===== src/rtl/load_store_unit.sv =====
`timescale 1ns/1ps
`default_nettype none
// ============================================================================
// load_store_unit : RV64I load/store sequencer for a 64-bit data memory with
//                   1-cycle read latency; sub-dword stores via read-modify-write.
// Revision        : 1.0
// ============================================================================
module load_store_unit #(
  parameter int ADDR_W = 64,
  parameter int DATA_W = 64
) (
  input  logic              clk_i,
  input  logic              rst_ni,
  input  logic              req_i,
  input  logic              we_i,
  input  logic [2:0]        funct3_i,
  input  logic [ADDR_W-1:0] addr_i,
  input  logic [DATA_W-1:0] wdata_i,
  output logic              ready_o,
  output logic              done_o,
  output logic              fault_o,
  output logic [DATA_W-1:0] rdata_o,
  output logic [ADDR_W-1:0] mem_addr_o,
  output logic [DATA_W-1:0] mem_wdata_o,
  output logic              mem_wr_o,
  input  logic [DATA_W-1:0] mem_rdata_i
);

  localparam int NBYTES = DATA_W / 8;

  typedef enum logic [2:0] {
    S_IDLE = 3'd0,
    S_RD   = 3'd1,
    S_WAIT = 3'd2,
    S_WR   = 3'd3,
    S_RESP = 3'd4
  } state_e;

  state_e            state_q;
  logic              we_q;
  logic [2:0]        funct3_q;
  logic [2:0]        off_q;
  logic [DATA_W-1:0] wdata_q;
  logic [DATA_W-1:0] rdata_q;
  logic [DATA_W-1:0] mem_wdata_q;
  logic [ADDR_W-1:0] mem_addr_q;
  logic              done_q;
  logic              fault_q;
  logic              mem_wr_q;

  logic              illegal;
  logic              misaligned;
  logic [DATA_W-1:0] rd_shift;
  logic [DATA_W-1:0] wd_shift;
  logic [DATA_W-1:0] load_d;
  logic [DATA_W-1:0] merge_d;
  logic [NBYTES-1:0] mask;

  // Request qualification uses the live inputs, since it is decided at accept.
  always_comb begin
    illegal    = we_i ? funct3_i[2] : (funct3_i == 3'b111);
    misaligned = 1'b0;
    case (funct3_i[1:0])
      2'b01:   misaligned = addr_i[0];
      2'b10:   misaligned = |addr_i[1:0];
      2'b11:   misaligned = |addr_i[2:0];
      default: misaligned = 1'b0;
    endcase
  end

  always_comb begin
    rd_shift = mem_rdata_i >> {off_q, 3'b000};
    wd_shift = wdata_q << {off_q, 3'b000};
    load_d   = rd_shift;
    case (funct3_q)
      3'b000:  load_d = {{(DATA_W-8){rd_shift[7]}}, rd_shift[7:0]};
      3'b001:  load_d = {{(DATA_W-16){rd_shift[15]}}, rd_shift[15:0]};
      3'b010:  load_d = {{(DATA_W-32){rd_shift[31]}}, rd_shift[31:0]};
      3'b100:  load_d = {{(DATA_W-8){1'b0}}, rd_shift[7:0]};
      3'b101:  load_d = {{(DATA_W-16){1'b0}}, rd_shift[15:0]};
      3'b110:  load_d = {{(DATA_W-32){1'b0}}, rd_shift[31:0]};
      default: load_d = rd_shift;
    endcase
    mask = '0;
    case (funct3_q[1:0])
      2'b00:   mask = 8'h01 << off_q;
      2'b01:   mask = 8'h03 << off_q;
      2'b10:   mask = 8'h0F << off_q;
      default: mask = 8'hFF;
    endcase
    merge_d = mem_rdata_i;
    for (int k = 0; k < NBYTES; k++) begin
      merge_d[8*k +: 8] = mask[k] ? wd_shift[8*k +: 8] : mem_rdata_i[8*k +: 8];
    end
  end

  always_ff @(posedge clk_i or negedge rst_ni) begin
    if (!rst_ni) begin
      state_q     <= S_IDLE;
      we_q        <= 1'b0;
      funct3_q    <= 3'b000;
      off_q       <= 3'b000;
      wdata_q     <= '0;
      rdata_q     <= '0;
      mem_wdata_q <= '0;
      mem_addr_q  <= '0;
      done_q      <= 1'b0;
      fault_q     <= 1'b0;
      mem_wr_q    <= 1'b0;
    end else begin
      done_q   <= 1'b0;
      fault_q  <= 1'b0;
      mem_wr_q <= 1'b0;
      case (state_q)
        S_IDLE: begin
          if (req_i) begin
            we_q       <= we_i;
            funct3_q   <= funct3_i;
            off_q      <= addr_i[2:0];
            wdata_q    <= wdata_i;
            mem_addr_q <= {addr_i[ADDR_W-1:3], 3'b000};
            if (illegal || misaligned) begin
              done_q  <= 1'b1;
              fault_q <= 1'b1;
              state_q <= S_RESP;
            end else if (we_i && (funct3_i[1:0] == 2'b11)) begin
              // Full-dword store needs no read phase.
              mem_wdata_q <= wdata_i;
              mem_wr_q    <= 1'b1;
              state_q     <= S_WR;
            end else begin
              state_q <= S_RD;
            end
          end
        end
        S_RD: state_q <= S_WAIT;
        S_WAIT: begin
          if (we_q) begin
            mem_wdata_q <= merge_d;
            mem_wr_q    <= 1'b1;
            state_q     <= S_WR;
          end else begin
            rdata_q <= load_d;
            done_q  <= 1'b1;
            state_q <= S_RESP;
          end
        end
        S_WR: begin
          done_q  <= 1'b1;
          state_q <= S_RESP;
        end
        S_RESP:  state_q <= S_IDLE;
        default: state_q <= S_IDLE;
      endcase
    end
  end

  assign ready_o     = (state_q == S_IDLE) & rst_ni;
  assign done_o      = done_q;
  assign fault_o     = fault_q;
  assign rdata_o     = rdata_q;
  assign mem_addr_o  = mem_addr_q;
  assign mem_wdata_o = mem_wdata_q;
  assign mem_wr_o    = mem_wr_q;

endmodule
`default_nettype wire

===== config.mk =====
export PLATFORM = sky130hd
export DESIGN_NAME = load_store_unit
export DESIGN_NICKNAME = d
export VERILOG_FILES = /design/src/rtl/load_store_unit.sv
export SDC_FILE = /design/constraint.sdc
export NUM_CORES = 1
export LEC_CHECK = 0
export CAP_MARGIN = 20
export CORE_MARGIN = 4
export CORE_UTILIZATION = 50
export CTS_CLUSTER_DIAMETER = 150
export DETAILED_ROUTE_END_ITERATION = 8
export GPL_TIMING_DRIVEN = 0
export PLACE_DENSITY_LB_ADDON = 0.15
export SKIP_CTS_REPAIR_TIMING = 1
export SLEW_MARGIN = 10
export SYNTH_ARGS = -nofsm -noshare
export SYNTH_HDL_FRONTEND = slang
export SYNTH_SLANG_ARGS = --single-unit

===== constraint.sdc =====
create_clock -name clk_i -period 3.1 [get_ports clk_i]
set_clock_uncertainty 0.05 [all_clocks]
set_input_delay 0.465 -clock clk_i [delete_from_list [all_inputs] [get_ports clk_i]]
set_output_delay 0.465 -clock clk_i [all_outputs]
set_load 0.01 [all_outputs]

==> run_results.csv, run 1 <==
group,metric,value,unit
place,dp_hpwl,58000,µm
hold_path,min_path_type,"input port to asynchronous set/reset pin",
clocking,cts.path.max_buffers,3,
global_route,grt_max_degree,114,
timing,timing.hold.ws,0.352,ns
clocking,htree_levels,1,
timing,final_max_slew_viol_count,0,
clocking,clock_latency,0.57,ns
timing,rsz0062_at_grt,"false",
floorplan,die_area,33400,µm²
synth,postSynthCellCount,1740,
critical_path,cp_top_family,"buffers and inverters",
clocking,cts_tree,"yes",
synth,async_flop_share,1.00,
critical_path,end_kind,"flop",
floorplan,die-width,183,µm
global_route,grt_first_pass_wirelength,109000,µm
timing,tns,0,ns
critical_path,crit_slowest_cell,"a211oi_1",
cells_and_area,final_cell_mix,"nand2_1, clkdlybuf4s50_1, dfrtp_1",
synth,synth_ff_type,"dfrtp_1",
global_route,grt_usage,0.435,
power,power.density,1230,nW/µm²
timing,post-route-period-util,0.983,
route,drt_wl_total,75300,µm
timing,max_freq,328,MHz
critical_path,critPathKind,"flop to flop",
timing,max_slew_margin,0.307,
power,p_leak,9.02,nW
critical_path,crit_chain,"nor3b_1 > clkbuf_4 > nand2_1 > o31a_1 > buf_2 > buf_1 > a211oi_1 > a21o_1",
route,remaining_drc_errors,0,
flow_run,drv_cap,0,
clocking,cts_buffers,28,
timing,hold_viol,0,
cells_and_area,final_common_cell,"nand2_1",
cells_and_area,fin_nets,2370,
status,status,"complete, no violations",
critical_path,crit_fanout,10,
floorplan,initial_core_util,0.511,
clocking,clock_sinks,266,
global_route,grt_pass1_vias,16857,
floorplan,die_h,183,µm
cells_and_area,drive_gt1_frac,0.0879,
place,io_buffer_count,391,
route,vias,16635,
critical_path,critical_path_arrival,3.50,ns
floorplan,io_pins,395,
synth,synth_area_per_cell,8.78,µm²
cells_and_area,final_util,0.693,
synth,ys_types,89,
clocking,clk_pin_slew,0.06,ns
critical_path,path_buf_inv,3,
cells_and_area,area_growth,35.5,%
route,first_pass_iters,8,
place,routabilityCongestion,1.06,
global_route,grt.overflow.total,0,
floorplan,coreArea,29900,µm²
global_route,antenna_found_initial,1,
critical_path,worstPathRequired,3.55,ns
clocking,cts_root_buf,"clkbuf_16",
route,wl_per_cell,29.2,µm
synth,synth_edf_count,0,
route,viasPerCell,6.46,
timing,setup_violations,0,
floorplan,core.rowCount,63,
route,first_iter_violations,2067,
synth,synth_area,15300,µm²
critical_path,slowest_delay,0.46,ns
critical_path,startpoint_type,"flop",
timing,worst_pin_slew,1.04,ns
synth,yosysWarnings,0,
power,vdd_ir_drop_max,0.648,mV
synth,seq_area_frac_synth,0.436,
synth,ys_ff_latch,266,
route,antenna_left,0,
timing,min_period,3.05,ns
cell type report:
class,instances,area (µm²)
diodes,2,5.00
plain buffers,147,845
clock buffers,45,856
clock inverters,3,65.1
fillers,2185,9180
inverters,23,86.3
multi-input cells,1306,7710
flip-flops and latches,266,6660
well taps,390,488
repair buffers,394,3980
path summary, 6_finish.rpt:
path	start	endpoint	slack, ns	cells after the start
setup / recovery	state_q[0]	mem_wdata_o[10]	0.05	8
hold / removal	rst_ni	state_q[0]	0.35	2
setup reg to reg	state_q[0]	mem_wdata_o[10]	0.05	8
hold reg to reg	mem_addr_o[56]	mem_addr_o[56]	0.43	2
max in group asynchronous	rst_ni	mem_addr_o[56]	1.72	3
min in group clk_i	addr_i[7]	mem_addr_o[7]	0.37	3
per-stage QoR:
step / worst slack (ns) / total power (W) / instances / cell area, µm²
final: 0.0538 / 0.0254 / 2576 / 20700
after CTS: 0.0589 / 0.0248 / 2573 / 20700
after global routing: 0.00197 / 0.0264 / 2574 / 20700
after detailed placement: -0.00872 / 0.0213 / 2525 / 19800
after global placement: -9.39 / 0.0209 / 2523 / 19700
after floorplan: 0.941 / 0.0145 / 1742 / 15300
layer usage:
layer,up-vias,track usage,share of wire
met4,0,0.247,0.069
met5,-,0,0
li1,6932,-,-
met1,8110,0.526,0.35
met3,293,0.128,0.12
met2,1300,0.701,0.46
cell families (layout without fill, tap and decap cells):
family | after synthesis | after routing | synth area share
AOI/OAI and AO/OA | 438 | 438 | 0.201
adders and majority gates | 5 | 5 | 0.00410
buffers and inverters | 170 | 612 | 0.0607
DFF | 266 | 266 | 0.436
muxes | 134 | 134 | 0.101
other | 1 | 5 | 0.000245
and+or+nand+nor | 726 | 726 | 0.197
power by group:
part           total [W]  switching (W)  internal, W
Combinational     0.0152        0.00899      0.00623
Sequential       0.00675        0.00157      0.00519
Clock            0.00344        0.00141      0.00203
Total             0.0254         0.0120       0.0135
cell usage after synthesis (all sizes together) (6+ instances only):
master	instances	share of area
a21o	7	0.0034
a211oi	28	0.014
o22ai	21	0.0086
o311ai	8	0.0046
inv	22	0.0054
nand2	519	0.13
o32ai	8	0.0051
a22oi	14	0.0069
mux2	23	0.017
nand2b	10	0.0041
and2	9	0.0037
o31ai	11	0.0067
o211a	7	0.0046
o211ai	15	0.0074
mux2i	98	0.065
o221ai	11	0.0063
or2	6	0.0026
a21bo	7	0.0046
mux4	13	0.019
o2bb2ai	12	0.0069
a2111oi	8	0.0073
nor3	18	0.0070
o21ai	74	0.024
nor2b	10	0.0041
nand3b	6	0.0029
buf	77	0.038
clkbuf	70	0.017
nor2	119	0.030
o22a	20	0.011
nand3	8	0.0026
dfrtp	266	0.44
a21oi	117	0.039
a31oi	26	0.013
flip-flops by register name (all words and copies together) (netlist names):
signal and flops:
mem_addr_o 61, wdata_q 64, state_q 3, mem_wdata_o 64
done_o 1, rdata_o 64, off_q 3, we_q 1
mem_wr_o 1, funct3_q 3, fault_o 1
No activity file was read; power rests on OpenSTA's default activity.
==> run 2: changes to the inputs <==
Settings changed: CORE_UTILIZATION 50 to 30, PLACE_DENSITY_LB_ADDON 0.15 to default.
==> run 2 against run 1 <==
  * Register-to-register slack barely moved
  * Highest routed layer is now met5
  * Combinational power barely moved
  * Via count fell by 4.8%
  * Total power rose by 2.8%
  * Final cell count rose by 11%
==> run_results.csv, run 2 (synthesized netlist as in run 1, its figures left out) <==
group,metric,value,unit
timing,worst_pin_slew,1.08,ns
route,wl_per_cell,28.2,µm
critical_path,critPathKind,"flop to flop",
power,switchingPower,0.0122,W
clocking,cts_tree,"yes",
cells_and_area,drive_gt1_frac,0.0943,
clocking,cts_root_buf,"clkbuf_16",
global_route,grt_usage,0.286,
place,dp_hpwl,63700,µm
place,pre_cts_ws,-0.263,ns
clocking,clock_sinks,266,
global_route,grt_pass1_vias,15870,
power,vdd_ir_drop_max,0.496,mV
clocking,cts.path.max_buffers,3,
critical_path,worstPathRequired,3.47,ns
floorplan,initial_core_util,0.304,
floorplan,coreArea,50300,µm²
clocking,clock_latency,0.55,ns
power,p_leak,9.14,nW
clocking,htree_levels,2,
critical_path,crit_fanout,9,
place,io_buffer_count,391,
power,intPower,0.0140,W
cells_and_area,fin_nets,2376,
route,first_pass_iters,5,
status,status,"complete, no violations",
floorplan,die_area,54600,µm²
global_route,grt.overflow.total,0,
timing,hold_viol,0,
critical_path,startpoint_type,"flop",
clocking,cts_buffers,34,
cells_and_area,fillers,5021,
cells_and_area,final_cell_mix,"nand2_1, clkdlybuf4s50_1, dfrtp_1",
global_route,grt_max_degree,107,
cells_and_area,area_growth,39.3,%
global_route,grt_first_pass_wirelength,113000,µm
route,viasPerCell,5.52,
route,remaining_drc_errors,0,
power,seq_power_share,0.259,
power,power.share.switching,0.466,
timing,final_max_slew_viol_count,0,
power,clock_power_share,0.160,
cells_and_area,final_cells,2868,
power,p_comb_frac,0.582,
place,routabilityCongestion,1.03,
route,vias,15840,
timing,max_freq,330,MHz
route,drt_wl_total,80800,µm
timing,setup_violations,0,
hold_path,min_path_type,"input port to flop",
power,power.density,1230,nW/µm²
floorplan,die-width,234,µm
cells_and_area,antennaDiodeCount,0,
timing,rsz0062_at_grt,"false",
flow_run,drv_cap,0,
floorplan,io_pins,395,
timing,setup_slack,0.0682,ns
timing,min_period,3.03,ns
timing,post-route-period-util,0.978,
timing,max_slew_margin,0.282,
critical_path,critical_path_arrival,3.40,ns
cells_and_area,final_common_cell,"nand2_1",
place,dpl.cell_count,2807,
floorplan,die_h,234,µm
route,antenna_left,0,
power,totalPowerFinal,0.0261,W
floorplan,core.rowCount,82,
clocking,clk_pin_slew,0.06,ns
critical_path,end_kind,"flop",
global_route,antenna_found_initial,2,
route,first_iter_violations,1390,
## run 2: cell count changes in the layout (fill, tap and decap cells not counted), moves of 2 or more
cell / previous run / this run
bufinv_16: 2 / 4
clkbuf_1: 77 / 73
clkbuf_16: 29 / 34
clkinv_2: 1 / 5
diode_2: 2 / 0
inv_6: 0 / 4
## run 2: cell type report
cell class | count | area [µm²] | area share
multi-input cells | 1306 | 7710 | 0.362
flip-flops and latches | 266 | 6660 | 0.313
repair buffers | 394 | 3980 | 0.187
clock buffers | 45 | 962 | 0.0452
plain buffers | 147 | 841 | 0.0395
well taps | 672 | 841 | 0.0395
clock inverters | 15 | 204 | 0.00958
inverters | 23 | 86.3 | 0.00406
## run 2: metrics by stage
step	cell area [µm²]	hold WS [ns]	util	TNS, ns
3_5_place_dp	20100	0.411	0.400	-2.49
4_1_cts	21300	-0.146	0.423	-0.257
5_1_grt	21300	0.377	0.423	0
3_3_place_gp	20000	0.410	0.399	-2725.84
2_1_floorplan	15300	0.119	-	0
6_report	21300	0.387	0.423	0
## run 2: final timing paths
| path | startpoint | to | slack, ns | cells after the start |
|---|---|---|---|---|
| min in group asynchronous | rst_ni | off_q[0] | 0.45 | 2 |
| min | addr_i[18] | mem_addr_o[18] | 0.39 | 3 |
| max in group asynchronous | rst_ni | mem_addr_o[5] | 1.57 | 3 |
| max | funct3_q[0] | mem_wdata_o[54] | 0.07 | 8 |
| max reg2reg | funct3_q[0] | mem_wdata_o[54] | 0.07 | 8 |
| min reg2reg | mem_addr_o[35] | mem_addr_o[35] | 0.42 | 2 |
## run 2: worst max-delay path, cell delays in order (launching register included)
cell and delay [ns]:
dfrtp_1 0.41, inv_1 0.14, ha_1 0.38, nor2_1 0.07, o211ai_1 0.70, nand2b_1 0.21
clkbuf_1 0.49, a311o_1 0.37, a21oi_1 0.09
## run 2: metal layers
layer | part of all wire | vias up | global-route usage
li1 | - | 6944 | -
met1 | 0.41 | 7806 | 0.367
met2 | 0.45 | 881 | 0.460
met3 | 0.088 | 205 | 0.0655
met4 | 0.052 | 4 | 0.131
met5 | 0.00032 | - | 0
## run 2: power by group through the flow
stage | logic, W | registers [W] | clock network [W]
final | 0.0152 | 0.00675 | 0.00417
after floorplan | 0.00768 | 0.00679 | 0
after global placement | 0.0148 | 0.00673 | 0
after detailed placement | 0.0149 | 0.00676 | 0
after global routing | 0.0161 | 0.00691 | 0.00441
after CTS | 0.0150 | 0.00673 | 0.00426
